## src/rtl/hyperbus_cfg_loader_pkg.sv

```systemverilog
// Shared types and constants for the hyperbus configuration loader and its register file.
package hyperbus_cfg_pkg;

  localparam int unsigned WORD_W = 32;
  localparam int unsigned ADDR_W = 32;
  localparam int unsigned STRB_W = 4;

  // Word offsets inside the configuration image
  localparam int unsigned LAT_ACC     = 0;
  localparam int unsigned LAT_ADD     = 1;
  localparam int unsigned CS_MAX      = 2;
  localparam int unsigned RW_RECOVERY = 3;
  localparam int unsigned RWDS_DLY    = 4;
  localparam int unsigned ADDR_MAP    = 5;

  // Boot values, also used as the register file reset image
  localparam logic [WORD_W-1:0] DFLT_LAT_ACC     = 32'd6;
  localparam logic [WORD_W-1:0] DFLT_LAT_ADD     = 32'd6;
  localparam logic [WORD_W-1:0] DFLT_CS_MAX      = 32'd665;
  localparam logic [WORD_W-1:0] DFLT_RW_RECOVERY = 32'd6;
  localparam logic [WORD_W-1:0] DFLT_RWDS_DLY    = 32'd2000;

  typedef enum logic [1:0] {
    ST_IDLE,
    ST_WRITE,
    ST_READ,
    ST_FINISH
  } state_e;

  function automatic int unsigned img_words(int unsigned nr_cs);
    return ADDR_MAP + 2 * nr_cs;
  endfunction

endpackage

```

## src/rtl/hyperbus_cfg_loader_if.sv

```systemverilog
// REG_BUS connection between the loader (master) and the config register slave.
interface hyperbus_cfg_loader_if;
  import hyperbus_cfg_pkg::*;

  logic [ADDR_W-1:0] addr;
  logic              write;
  logic [WORD_W-1:0] wdata;
  logic [STRB_W-1:0] wstrb;
  logic              valid;
  logic [WORD_W-1:0] rdata;
  logic              error;
  logic              ready;

  modport master (
    output addr, write, wdata, wstrb, valid,
    input  rdata, error, ready
  );

  modport slave (
    input  addr, write, wdata, wstrb, valid,
    output rdata, error, ready
  );

endinterface

```

## src/rtl/hyperbus_cfg_loader_timer.sv

```systemverilog
// Wait-cycle counter; terminal_o flags that one more stalled cycle reaches the limit.
module hyperbus_cfg_timer #(
  parameter int unsigned TIMEOUT = 64
) (
  input  logic clk_i,
  input  logic rst_i,
  input  logic clr_i,
  input  logic en_i,
  output logic terminal_o
);

  localparam int unsigned CW = $clog2(TIMEOUT + 1);

  logic [CW-1:0] cnt_q, cnt_d;
  logic          term_q, term_d;

  always_comb begin
    cnt_d = cnt_q;
    if (clr_i) begin
      cnt_d = '0;
    end else if (en_i && !term_q) begin
      cnt_d = cnt_q + CW'(1);
    end
    term_d = (cnt_d == CW'(TIMEOUT - 1));
  end

  always_ff @(posedge clk_i) begin
    if (rst_i) begin
      cnt_q  <= '0;
      term_q <= (TIMEOUT == 1);
    end else begin
      cnt_q  <= cnt_d;
      term_q <= term_d;
    end
  end

  assign terminal_o = term_q;

endmodule

```

## src/rtl/hyperbus_cfg_loader.sv

```systemverilog
// Writes a snapshotted configuration image over REG_BUS and optionally reads it back to compare.
module hyperbus_cfg_loader
  import hyperbus_cfg_pkg::*;
#(
  parameter int unsigned       NR_CS     = 2,
  parameter logic [ADDR_W-1:0] BASE_ADDR = 32'h0,
  parameter bit                VERIFY    = 1'b1,
  parameter int unsigned       TIMEOUT   = 64,
  localparam int unsigned      N         = img_words(NR_CS),
  localparam int unsigned      KW        = $clog2(N) + 1
) (
  input  logic                clk_i,
  input  logic                rst_i,
  input  logic                start_i,
  input  logic [WORD_W*N-1:0] cfg_image_i,
  hyperbus_cfg_loader_if.master reg_o,
  output logic                busy_o,
  output logic                done_o,
  output logic                err_o,
  output logic [KW-1:0]       err_idx_o
);

  state_e              state_q, state_d;
  logic [KW-1:0]       k_q, k_d;
  logic [WORD_W*N-1:0] image_q, image_d;
  logic                valid_q, valid_d;
  logic                write_q, write_d;
  logic [ADDR_W-1:0]   addr_q, addr_d;
  logic [WORD_W-1:0]   wdata_q, wdata_d;
  logic [STRB_W-1:0]   wstrb_q, wstrb_d;
  logic                busy_q, busy_d;
  logic                done_q, done_d;
  logic                err_q, err_d;
  logic [KW-1:0]       err_idx_q, err_idx_d;

  logic hs, last, fail, finish;
  logic tmr_en, tmr_term, tmo;

  function automatic logic [WORD_W-1:0] word_at(logic [WORD_W*N-1:0] img, logic [KW-1:0] idx);
    logic [WORD_W-1:0] w;
    w = '0;
    for (int unsigned i = 0; i < N; i++) begin
      if (idx == KW'(i)) w = img[WORD_W*i +: WORD_W];
    end
    return w;
  endfunction

  function automatic logic [ADDR_W-1:0] addr_at(logic [KW-1:0] idx);
    return BASE_ADDR + (ADDR_W'(idx) << 2);
  endfunction

  assign tmr_en = valid_q & ~reg_o.ready;
  assign tmo    = tmr_en & tmr_term;

  hyperbus_cfg_timer #(.TIMEOUT(TIMEOUT)) u_timer (
    .clk_i      (clk_i),
    .rst_i      (rst_i),
    .clr_i      (~tmr_en),
    .en_i       (tmr_en),
    .terminal_o (tmr_term)
  );

  always_comb begin
    state_d   = state_q;
    k_d       = k_q;
    image_d   = image_q;
    valid_d   = valid_q;
    write_d   = write_q;
    addr_d    = addr_q;
    wdata_d   = wdata_q;
    wstrb_d   = wstrb_q;
    busy_d    = busy_q;
    done_d    = 1'b0;
    err_d     = err_q;
    err_idx_d = err_idx_q;
    hs        = valid_q & reg_o.ready;
    last      = (k_q == KW'(N - 1));
    fail      = 1'b0;
    finish    = 1'b0;

    unique case (state_q)
      ST_IDLE: begin
        if (start_i) begin
          state_d   = ST_WRITE;
          image_d   = cfg_image_i;
          k_d       = '0;
          err_d     = 1'b0;
          err_idx_d = '0;
          valid_d   = 1'b1;
          write_d   = 1'b1;
          addr_d    = addr_at(KW'(0));
          wdata_d   = cfg_image_i[WORD_W-1:0];
          wstrb_d   = '1;
          busy_d    = 1'b1;
        end
      end
      ST_WRITE: begin
        if (tmo) begin
          fail   = 1'b1;
          finish = 1'b1;
        end else if (hs) begin
          if (reg_o.error) begin
            fail   = 1'b1;
            finish = 1'b1;
          end else if (!last) begin
            k_d     = k_q + KW'(1);
            addr_d  = addr_at(k_q + KW'(1));
            wdata_d = word_at(image_q, k_q + KW'(1));
          end else if (VERIFY) begin
            state_d = ST_READ;
            k_d     = '0;
            write_d = 1'b0;
            addr_d  = addr_at(KW'(0));
            wdata_d = '0;
            wstrb_d = '0;
          end else begin
            finish = 1'b1;
          end
        end
      end
      ST_READ: begin
        // A mismatch is recorded but the pass runs on; a bus error aborts it
        if (tmo) begin
          fail   = 1'b1;
          finish = 1'b1;
        end else if (hs) begin
          fail = reg_o.error || (reg_o.rdata != word_at(image_q, k_q));
          if (reg_o.error || last) begin
            finish = 1'b1;
          end else begin
            k_d    = k_q + KW'(1);
            addr_d = addr_at(k_q + KW'(1));
          end
        end
      end
      ST_FINISH: begin
        state_d = ST_IDLE;
      end
      default: begin
        state_d = ST_IDLE;
      end
    endcase

    // Only the first failing word is reported
    if (fail && !err_q) begin
      err_d     = 1'b1;
      err_idx_d = k_q;
    end

    if (finish) begin
      state_d = ST_FINISH;
      valid_d = 1'b0;
      write_d = 1'b0;
      addr_d  = '0;
      wdata_d = '0;
      wstrb_d = '0;
      busy_d  = 1'b0;
      done_d  = 1'b1;
    end
  end

  always_ff @(posedge clk_i) begin
    if (rst_i) begin
      state_q   <= ST_IDLE;
      k_q       <= '0;
      image_q   <= '0;
      valid_q   <= 1'b0;
      write_q   <= 1'b0;
      addr_q    <= '0;
      wdata_q   <= '0;
      wstrb_q   <= '0;
      busy_q    <= 1'b0;
      done_q    <= 1'b0;
      err_q     <= 1'b0;
      err_idx_q <= '0;
    end else begin
      state_q   <= state_d;
      k_q       <= k_d;
      image_q   <= image_d;
      valid_q   <= valid_d;
      write_q   <= write_d;
      addr_q    <= addr_d;
      wdata_q   <= wdata_d;
      wstrb_q   <= wstrb_d;
      busy_q    <= busy_d;
      done_q    <= done_d;
      err_q     <= err_d;
      err_idx_q <= err_idx_d;
    end
  end

  assign reg_o.valid = valid_q;
  assign reg_o.write = write_q;
  assign reg_o.addr  = addr_q;
  assign reg_o.wdata = wdata_q;
  assign reg_o.wstrb = wstrb_q;
  assign busy_o      = busy_q;
  assign done_o      = done_q;
  assign err_o       = err_q;
  assign err_idx_o   = err_idx_q;

endmodule

```

## src/flat_wrapper.sv

```systemverilog
// flat-port wrapper written by rule: the top's interface ports become plain ports
module hyperbus_cfg_loader_flat import hyperbus_cfg_pkg::*;
#(
  parameter int unsigned       NR_CS     = 2,
  parameter logic [ADDR_W-1:0] BASE_ADDR = 32'h0,
  parameter bit                VERIFY    = 1'b1,
  parameter int unsigned       TIMEOUT   = 64,
  localparam int unsigned      N         = img_words(NR_CS),
  localparam int unsigned      KW        = $clog2(N) + 1
)
  (clk_i, rst_i, start_i, cfg_image_i, busy_o, done_o, err_o, err_idx_o, reg_o_addr, reg_o_write, reg_o_wdata, reg_o_wstrb, reg_o_valid, reg_o_rdata, reg_o_error, reg_o_ready);
  hyperbus_cfg_loader_if reg_o_i ();
  input  logic clk_i;
  input  logic rst_i;
  input  logic start_i;
  input  logic [WORD_W*N-1:0] cfg_image_i;
  output logic busy_o;
  output logic done_o;
  output logic err_o;
  output logic [KW-1:0] err_idx_o;
  output wire logic [$bits(reg_o_i.addr)-1:0] reg_o_addr;
  output wire logic [$bits(reg_o_i.write)-1:0] reg_o_write;
  output wire logic [$bits(reg_o_i.wdata)-1:0] reg_o_wdata;
  output wire logic [$bits(reg_o_i.wstrb)-1:0] reg_o_wstrb;
  output wire logic [$bits(reg_o_i.valid)-1:0] reg_o_valid;
  input wire logic [$bits(reg_o_i.rdata)-1:0] reg_o_rdata;
  input wire logic [$bits(reg_o_i.error)-1:0] reg_o_error;
  input wire logic [$bits(reg_o_i.ready)-1:0] reg_o_ready;
  assign reg_o_addr = reg_o_i.addr;
  assign reg_o_write = reg_o_i.write;
  assign reg_o_wdata = reg_o_i.wdata;
  assign reg_o_wstrb = reg_o_i.wstrb;
  assign reg_o_valid = reg_o_i.valid;
  assign reg_o_i.rdata = reg_o_rdata;
  assign reg_o_i.error = reg_o_error;
  assign reg_o_i.ready = reg_o_ready;
  hyperbus_cfg_loader #(.NR_CS(NR_CS), .BASE_ADDR(BASE_ADDR), .VERIFY(VERIFY), .TIMEOUT(TIMEOUT)) u_core (.clk_i(clk_i), .rst_i(rst_i), .start_i(start_i), .cfg_image_i(cfg_image_i), .reg_o(reg_o_i), .busy_o(busy_o), .done_o(done_o), .err_o(err_o), .err_idx_o(err_idx_o));
endmodule
```

## config.mk

```make
export PLATFORM = sky130hd
export DESIGN_NAME = hyperbus_cfg_loader_flat
export DESIGN_NICKNAME = d
export VERILOG_FILES = /design/src/rtl/hyperbus_cfg_loader_pkg.sv /design/src/rtl/hyperbus_cfg_loader_if.sv /design/src/rtl/hyperbus_cfg_loader_timer.sv /design/src/rtl/hyperbus_cfg_loader.sv /design/src/flat_wrapper.sv
export SDC_FILE = /design/constraint.sdc
export NUM_CORES = 1
export LEC_CHECK = 0
export BUFFER_PORTS_ARGS = -buffer_cell sky130_fd_sc_hd__buf_2
export CORE_AREA = 3 3 254 256
export DETAILED_ROUTE_END_ITERATION = 6
export DIE_AREA = 0 0 257 259
export PLACE_DENSITY = 0.53
export SYNTH_ARGS = -nofsm -noshare
export SYNTH_HDL_FRONTEND = slang
export SYNTH_HIERARCHICAL = 1
export SYNTH_SLANG_ARGS = --single-unit
export TNS_END_PERCENT = 30
```

## constraint.sdc

```tcl
create_clock -name clk_i -period 8.61 [get_ports clk_i]
set_clock_uncertainty 0.05 [all_clocks]
set_input_delay 0 -clock clk_i [delete_from_list [all_inputs] [get_ports clk_i]]
set_output_delay 0 -clock clk_i [all_outputs]
set_load 0.02 [all_outputs]
```

# [Word level (Yosys, flattened, before mapping)]
# Cells that the tools add are included.
[classes] n_reduce_logical=21 mux=82 add_sub_neg=2 eq_ne=34 n_bitwise=4
[ops] operator="$mux W32" n=33
[ops] operator="$pmux W32 S3" n=1
[ops] operator="$pmux W32 S2" n=1
[ops] operator="$mux W5" n=10
[ops] operator="$eq A5 B3 Y1 const B" n=8
[ops] operator="$ne A32 B32 Y1" n=1
[ops] operator="$mux W7" n=3
[ops] operator="$eq A5 B2 Y1 const B" n=4
[ops] operator="$mux W4" n=5
[ops] operator="$mux W1" n=17
[ops] operator="$pmux W5 S3" n=1
[ops] operator="$mux W2" n=6
[ops] operator="$reduce_and A6 Y1" n=2
[ops] operator="$eq A5 B1 Y1 const B" n=2
[ops] operator="$eq A5 B4 Y1 const B" n=2
[ops] operator="$logic_not A5 Y1" n=2
[ops] operator="$ne A2 B2 Y1 const B" n=5
[ops] operator="$ne A3 B2 Y1 const B" n=3
[ops] operator="$pmux W4 S2" n=1
[ops] operator="$reduce_and A8 Y1" n=1
[ops] operator="$add A7 B1 Y7 const B" n=1
[ops] operator="$eq A7 B6 Y1 const B" n=1
[ops] operator="$ne A2 B1 Y1 const B" n=3
[ops] operator="$ne A3 B1 Y1 const B" n=2
[ops] operator="17 further kinds" n=28
[totals] in_bits=325 reg_bits=380 word_cells=156 out_inout_bits=78

# [Longest topological paths before layout]
# Gate-level depths: netlist (run 1).
[logic_depth] word_depth=21 ltp_mapped=15 ltp_nobuf=11

# [By module]
# Netlist (run 1), hierarchy kept.
[by_module_without_submodules] module="hyperbus_cfg_loader" area_each_um2=18238.7 instances=1 seq_area_each_um2=6826.5 cells_per_inst=2491
[by_module_without_submodules] module="hyperbus_cfg_timer" area_each_um2=449.2 instances=1 seq_area_each_um2=160.2 cells_per_inst=51

# [Worst setup path before layout (run 1)]
# No wires, ideal clock.
[synth_path] path_type="register -> register" start="reg u_core.k_q[0]" end="reg u_core.err_idx_q[0] (netlist: u_core/err_idx_o[0])" required_time_ps=8488 stages_incl_launch_ff=14 path_buffers=2 setup_slack_ps=5348 setup_ps=72 t_arrival_ps=3141 period_less_slack_ps=3262 cell_sequence="dfxtp_1 > inv_1 > ha_1 > buf_2 > nor4bb_1 > clkbuf_1 > and3_1 > a2111oi_0 > o32a_1 > nand4_1 > nor4_1 > nand4_1 > o41ai_4 > mux2i_1"
[synth_between] elab_chain_cells=21 elab_cells_between_ends=31 classes_between="eq/ne: 9; mux: 16; reduce/logical: 6"
[synth_lines] element="start, declared" line="hyperbus_cfg_loader.sv:24" text="logic [KW-1:0] k_q, k_d;"
[synth_lines] element="start signal, assigned" line="hyperbus_cfg_loader.sv:178" text="k_q <= k_d;"
[synth_lines] element="$logic_not A5 Y1" line="hyperbus_cfg_loader.sv:43" text="if (idx == KW'(i)) w = img[WORD_W*i +: WORD_W];"
[synth_lines] element="$mux W32 (9 in a row)" line="hyperbus_cfg_loader.sv:43"
[synth_lines] element="$mux W32" line="hyperbus_cfg_loader.sv:126" text="end else if (hs) begin"
[synth_lines] element="$mux W32" line="hyperbus_cfg_loader.sv:123" text="if (tmo) begin"
[synth_lines] element="$mux W32" line="hyperbus_cfg_loader.sv:81" text="unique case (state_q)"
[synth_lines] element="$ne A32 B32 Y1" line="hyperbus_cfg_loader.sv:127" text="fail = reg_o.error || (reg_o.rdata != word_at(image_q, k_q));"
[synth_lines] element="$logic_or A1 B1 Y1" line="hyperbus_cfg_loader.sv:127"
[synth_lines] element="$mux W1" line="hyperbus_cfg_loader.sv:126"
[synth_lines] element="$mux W1" line="hyperbus_cfg_loader.sv:123"
[synth_lines] element="$pmux W1 S2" line="hyperbus_cfg_loader.sv:81"
[synth_lines] element="$logic_and A1 B1 Y1" line="hyperbus_cfg_loader.sv:145" text="if (fail && !err_q) begin"
[synth_lines] element="$reduce_bool A2 Y1 (no line)"
[synth_lines] element="$reduce_and A2 Y1 (no line)"
[synth_lines] element="end signal, assigned" line="hyperbus_cfg_loader.sv:188" text="err_idx_q <= err_idx_d;"
[synth_lines] element="end, declared" line="hyperbus_cfg_loader.sv:34" text="logic [KW-1:0] err_idx_q, err_idx_d;"
# Several ways; a longest one is shown, not always the timed one. The select of a mux whose other input is x is not followed.
# A chain may end at the register's enable or synchronous reset.

# [Worst setup path after layout (run 1)]
# Same ends and word-level chain as after synthesis.

==> flow_summary.toml, run 1 <==
[sta]
post-route-period-util = 0.628
finalSetupViolCount = 0
hold_viol = 0
max_freq_ghz = 0.185
tightest_slew_ns = 1.17
slew_violations = 0
rsz0062_at_grt = "no"
min_period_ns = 5.41
maxSlewHeadroom = 0.217
fin_tns_setup_ns = 0

[clock_tree]
cts_tree = "built"
insertion_delay_ns = 0.59
cts_resized = 0
cts-root-buf = "clkbuf_16"
clkSlewWorstSetupHoldPaths_ns = 0.06
cts_buffers = 39
clk_path_buf_depth = 3
cts_setup_buffers = 0
cts_sinks = 349
htree_levels = 2
cts_hold_buffers = 290

[synth]
ys.flop_type = "dfxtp_1"
seq_area_frac_synth = 0.374
ys_warn_count = 6
synth-async-reset-ratio = 0
synth_edf_count = 0
synth_area_sq_um = 18700
syn_inst = 2542
ys_ff_latch = 349
yosysUniqueCellTypes = 84
synth_area_per_cell_sq_um = 7.35

[critical_path]
start_kind = "flop"
cp_max_fo = 50
path_cells = "ha_1 > buf_4 > nand4bb_1 > and3_1 > a2111oi_0 > o32a_1 > nand4_1 > nor4_1 > nand4_1 > o41ai_4 > mux2i_1"
worst-path-buf-inv = 1
cp.depth = 11
crit_path_frequent_cell = "nand4_1"
r2r_cells = 11
r2r-end = "u_core/err_idx_o[0]"
path_class = "flop to flop"
cp_slowest_cell = "nand4bb_1"
crit_arrival_ns = 5.85
endpoint_kind = "flop"
crit_path_max_incr_delay_ns = 0.95
cp_top_family = "simple AND/OR/NAND/NOR gates"
regToRegSetupSlack_ns = 3.20
worst_ep_required_time_ns = 9.05
reg2reg_from = "u_core/k_q[0]"

[worst_hold_path]
hp-start = "start_i"
holdPathEnd = "u_core/busy_o"
hold_path_class = "input port to flop"
whs_path_depth = 4

[routing]
postRouteAntennaNets = 0
routed_via_density = 5.63
dr_wl_met2_microns = 46700
route.met3.wl_microns = 9140
routedLengthMet1_microns = 40700
first_iter_violations = 2426
wl_microns = 104000
drtPass1Iterations = 6
drc = 0
vias = 22105
highest_layer = "met4"
wire_per_inst_microns = 26.4

[floorplanning]
dieArea_sq_um = 66600
initial_core_util = 0.298
die-width_microns = 257
die_y_microns = 259
io_pins = 403
core-area_sq_um = 62700
std_cell_rows = 92

[global_route]
grt_max_degree = 118
grt_pass1_wl_microns = 146000
grt_pass1_vias = 21215
track_usage = 0.296
overflow = 0
antenna_found_initial = 0

[placed_design]
hpwlAfterDp_microns = 77700
dp_cells = 3570
gp_congestion = 1.03
io_buffers = 375

[power]
p_per_area_nw_per_um2 = 215
p_leak_nw = 9.87
vdd_drop_max_uv = 112

[cells_and_area]
fin_nets = 3390
seq_area_sq_um = 6990
multi_input_area_sq_um = 10600
fin_cells = 3925
filler_cell_count = 6429
area_growth_pct = 33.7
drive_gt1_frac = 0.169

[job]
drv_cap = 0

[outcome]
outcome = "completed"
worst reg2reg max path, cell delays in order, from the launching register on:
cell and delay [ns]:
dfxtp_1 0.48, ha_1 0.20, buf_4 0.52, nand4bb_1 0.96
and3_1 0.51, a2111oi_0 0.63, o32a_1 0.26, nand4_1 0.09
nor4_1 0.31, nand4_1 0.20, o41ai_4 0.84, mux2i_1 0.28
state kept, by name, summed over array words and instances, names as in the netlist:
register / flops
u_core/busy_o: 1
u_core/done_o: 1
u_core/err_idx_o: 5
u_core/err_o: 1
u_core/image_q: 288
u_core/k_q: 5
u_core/reg_o.addr: 5
u_core/reg_o.wdata: 32
u_core/reg_o.wstrb: 1
u_core/state_q: 2
u_core/u_timer/cnt_q: 7
u_core/u_timer/terminal_o: 1
layout make-up:
| class | count | area share |
|---|---|---|
| flip-flops and latches | 349 | 0.280 |
| multi-input cells | 1931 | 0.422 |
| well taps | 846 | 0.0424 |
| clock buffers | 52 | 0.0430 |
| inverters | 29 | 0.00436 |
| diodes | 1 | 0.000100 |
| repair buffers | 705 | 0.204 |
| clock inverters | 12 | 0.00446 |
placed cells by master, fill, tap and decap left out, drive strengths merged, types with 8 or more instances in the layout:
cell type and instances:
nand2 731, buf 414, a21oi 386, dfxtp 349, dlygate4sd3 290, nor2 98
o21ai 76, a22oi 68, clkbuf 53, o211ai 44, o221ai 41, a221o 37
inv 32, a31oi 30, conb 27, nand3b 26, a221oi 25, nor2b 25
o221a 22, o22ai 20, nor3 15, xnor2 14, nor4 14, nand2b 13
a211oi 13, xor2 13, mux2i 13, a22o 12, nand4 11, and2 11
o21a 10, nand3 10, ha 10, o31ai 9, nor3b 9, or3 8
a21o 8
cell families (layout without fill, tap and decap cells):
| logic type | count (synthesis) | count (layout) | synth area share |
|---|---|---|---|
| compound gates | 849 | 849 | 0.297 |
| xor+xnor | 27 | 27 | 0.0127 |
| fa+ha+maj | 10 | 10 | 0.00670 |
| buf+inv | 288 | 798 | 0.0694 |
| flops | 349 | 349 | 0.374 |
| mux | 16 | 16 | 0.00877 |
| other cells | 1 | 28 | 0.000201 |
| simple gates | 1002 | 1002 | 0.232 |
routing by layer:
| layer | track usage | vias up |
|---|---|---|
| li1 | - | 9981 |
| met4 | 0.175 | 0 |
| met2 | 0.475 | 1232 |
| met5 | 0 | - |
| met3 | 0.0670 | 320 |
| met1 | 0.365 | 10572 |
cell usage after synthesis (all sizes together) (14+ instances only):
| cell | number | area share |
|---|---|---|
| a21oi | 386 | 0.10 |
| a221o | 37 | 0.020 |
| a221oi | 25 | 0.012 |
| a22oi | 68 | 0.028 |
| a31oi | 30 | 0.010 |
| buf | 87 | 0.029 |
| clkbuf | 172 | 0.035 |
| dfxtp | 349 | 0.37 |
| inv | 28 | 0.0056 |
| nand2 | 731 | 0.15 |
| nand3b | 26 | 0.010 |
| nor2 | 98 | 0.020 |
| nor2b | 25 | 0.0085 |
| nor3 | 15 | 0.0040 |
| nor4 | 14 | 0.0062 |
| o211ai | 44 | 0.018 |
| o21ai | 76 | 0.020 |
| o221a | 22 | 0.013 |
| o221ai | 41 | 0.019 |
| o22ai | 20 | 0.0067 |
| xnor2 | 14 | 0.0066 |
worst max path at each step:
stage                        from                   to
floorplan           u_core/k_q[0]  u_core/err_idx_o[0]
global placement    u_core/k_q[0]  u_core/err_idx_o[4]
detailed placement  u_core/k_q[0]  u_core/err_idx_o[3]
CTS                 u_core/k_q[0]  u_core/err_idx_o[0]
global route        u_core/k_q[1]  u_core/err_idx_o[0]
finish              u_core/k_q[0]  u_core/err_idx_o[0]
per-stage QoR:
| step | hold WS [ns] | area (sq um) | util | setup WS, ns | total power, mW |
|---|---|---|---|---|---|
| 3_5_place_dp | 0.198 | 20900 | 0.333 | 3.33 | 3.66 |
| 2_1_floorplan | 0.0860 | 18800 | - | 5.35 | 2.97 |
| 3_3_place_gp | 0.196 | 20900 | 0.333 | 3.53 | 3.65 |
| 4_1_cts | 0.00639 | 25000 | 0.398 | 3.29 | 5.37 |
| 6_report | 0.0198 | 25000 | 0.398 | 3.20 | 5.38 |
| 5_1_grt | 0.0498 | 25000 | 0.398 | 3.01 | 5.60 |
report_power, final:
group	total, mW	internal (mW)	leakage (nW)	switching [mW]
Combinational	1.52	0.548	6.43	0.973
Clock	1.60	0.908	0.575	0.695
Sequential	2.26	1.87	2.86	0.392
Power figures use the tool's default switching activity.
==> inputs of run 2 (changes only) <==
==> constraint.sdc (replaced) <==
create_clock -name clk_i -period 5.6 [get_ports clk_i]
set_clock_uncertainty 0.05 [all_clocks]
set_input_delay 0 -clock clk_i [delete_from_list [all_inputs] [get_ports clk_i]]
set_output_delay 0 -clock clk_i [all_outputs]
set_load 0.02 [all_outputs]
==> flow_summary.toml, run 2 (synthesized netlist as in run 1, its figures left out) <==
[global_route]
grt_max_degree = 163
grt_pass1_wl_microns = 149000
track_usage = 0.304
antenna_found_initial = 1
grt_pass1_vias = 21294
overflow = 0

[critical_path]
start_kind = "flop"
crit_path_max_incr_delay_ns = 1.04
regToRegSetupSlack_ns = 0.94
reg2reg_from = "u_core/k_q[0]"
cp_slowest_cell = "a2111oi_0"
path_class = "flop to flop"
crit_arrival_ns = 5.10
worst-path-buf-inv = 2
worst_ep_required_time_ns = 6.04
cp_top_family = "compound AO/OA/AOI/OAI gates"
crit_start = "u_core/k_q[0]"
r2r_cells = 12
r2r-end = "u_core/err_idx_o[0]"
cp_max_fo = 30
path_cells = "ha_2 > buf_4 > nand2_1 > a2111oi_0 > a2111oi_0 > nand3_1 > o21ai_0 > nor4_1 > nand4_1 > o41ai_4 > buf_4 > mux2i_1"
endpoint_kind = "flop"

[floorplanning]
die-width_microns = 257
std_cell_rows = 92
die_y_microns = 259
core-area_sq_um = 62700
dieArea_sq_um = 66600
io_pins = 403
initial_core_util = 0.298

[sta]
rsz0062_at_grt = "no"
post-route-period-util = 0.832
finalSetupViolCount = 0
maxSlewHeadroom = 0.166
slew_violations = 0
min_period_ns = 4.66
hold_viol = 0
fin_tns_setup_ns = 0
tightest_slew_ns = 1.22
max_freq_ghz = 0.215

[cells_and_area]
regMostFlops = "u_core/image_q"
n_antenna_cell = 0
fin_nets = 3428
drive_gt1_frac = 0.181
largest_reg_flops = 288
layout_common_cells = "728 x nand2_1, 385 x a21oi_1, 374 x buf_2"
area_growth_pct = 36.0
fin_area_sq_um = 25400
final_common_cell = "nand2_1"
filler_cell_count = 6369
seq_area_sq_um = 6990
fin_cells = 3969
multi_input_area_sq_um = 10500

[power]
p_leak_nw = 10.1
p_per_area_nw_per_um2 = 330
vdd_drop_max_uv = 226
total_power_mw = 8.40

[placed_design]
dp_cells = 3608
gp_congestion = 1.01
io_buffers = 375
postPlaceCellArea_sq_um = 21200
hpwlAfterDp_microns = 80300

[routing]
highest_layer = "met5"
dr_wl_met2_microns = 48200
postRouteAntennaNets = 0
routed_via_density = 5.57
wire_per_inst_microns = 26.6
routedLengthMet1_microns = 43500
vias = 22093
first_iter_violations = 2349
drc = 0
route.met3.wl_microns = 7960
wl_microns = 106000
drtPass1Iterations = 6

[clock_tree]
cts_setup_buffers = 0
cts_buffers = 39
cts_tree = "built"
insertion_delay_ns = 0.58
clkSlewWorstSetupHoldPaths_ns = 0.06
cts-root-buf = "clkbuf_16"
htree_levels = 2
clk_path_buf_depth = 3
cts_sinks = 349

[outcome]
outcome = "completed"

[worst_hold_path]
whs_path_depth = 4
hold_path_class = "input port to flop"
holdPathEnd = "u_core/image_q[180]"
hp-start = "start_i"

[job]
drv_cap = 0
## run 2: changes by cell type in the layout (fill, tap and decap cells not counted), moves of 2 or more
| cell | previous run | this run |
|---|---|---|
| inv_6 | 4 | 1 |
| clkinv_8 | 0 | 2 |
| clkinv_2 | 3 | 7 |
| buf_12 | 0 | 3 |
| bufinv_16 | 1 | 3 |
| buf_4 | 40 | 75 |
## run 2: how the worst max path moves through the flow
| stage | end | slack (ns) | depth (start not counted) |
|---|---|---|---|
| after global routing | u_core/err_idx_o[3] | 0.95 | 12 |
| after detailed placement | u_core/err_idx_o[0] | 1.14 | 12 |
| after global placement | u_core/err_idx_o[3] | 1.13 | 12 |
| after CTS | u_core/err_idx_o[0] | 1.10 | 12 |
| final | u_core/err_idx_o[0] | 0.94 | 12 |
| after floorplan | u_core/err_idx_o[0] | 2.34 | 13 |
## run 2: per-layer routing
layer	GRT usage	up-vias
met3	0.0498	244
met2	0.493	1132
li1	-	10075
met5	0	-
met1	0.392	10640
met4	0.153	2
## run 2: per-stage QoR
step	setup slack (ns)	utilization	hold slack [ns]
after floorplan	2.34	-	0.0860
after global placement	1.13	0.338	0.194
after detailed placement	1.14	0.338	0.194
after CTS	1.10	0.405	0.0347
after global routing	0.952	0.405	0.0888
final	0.940	0.405	0.0653
## run 2: timing repair
action	4_1_cts	5_1_grt
hold endpoints to repair	325	0
endpoints found under the setup margin	0	0
gates resized for setup	0	0
hold buffers	290	0
## run 2: cell type report
class                      instances  area share
inverter                          29     0.00428
clock buffer                      53      0.0428
clock inverter                    18     0.00861
tap                              846      0.0416
sequential                       349       0.275
multi-input combinational       1931       0.415
timing repair buffer             743       0.213
## run 2: tightest hold or removal path: stages
cell	delay, ns
buf_2	0.13
nand2_4	0.28
nand2_1	0.16
a21oi_1	0.06
## run 2: power breakdown
group / internal, mW / switching, mW / leakage (nW)
registers: 2.87 / 0.561 / 2.86
clock network: 1.52 / 1.09 / 0.640
logic: 0.866 / 1.49 / 6.63
total: 5.26 / 3.14 / 10.1
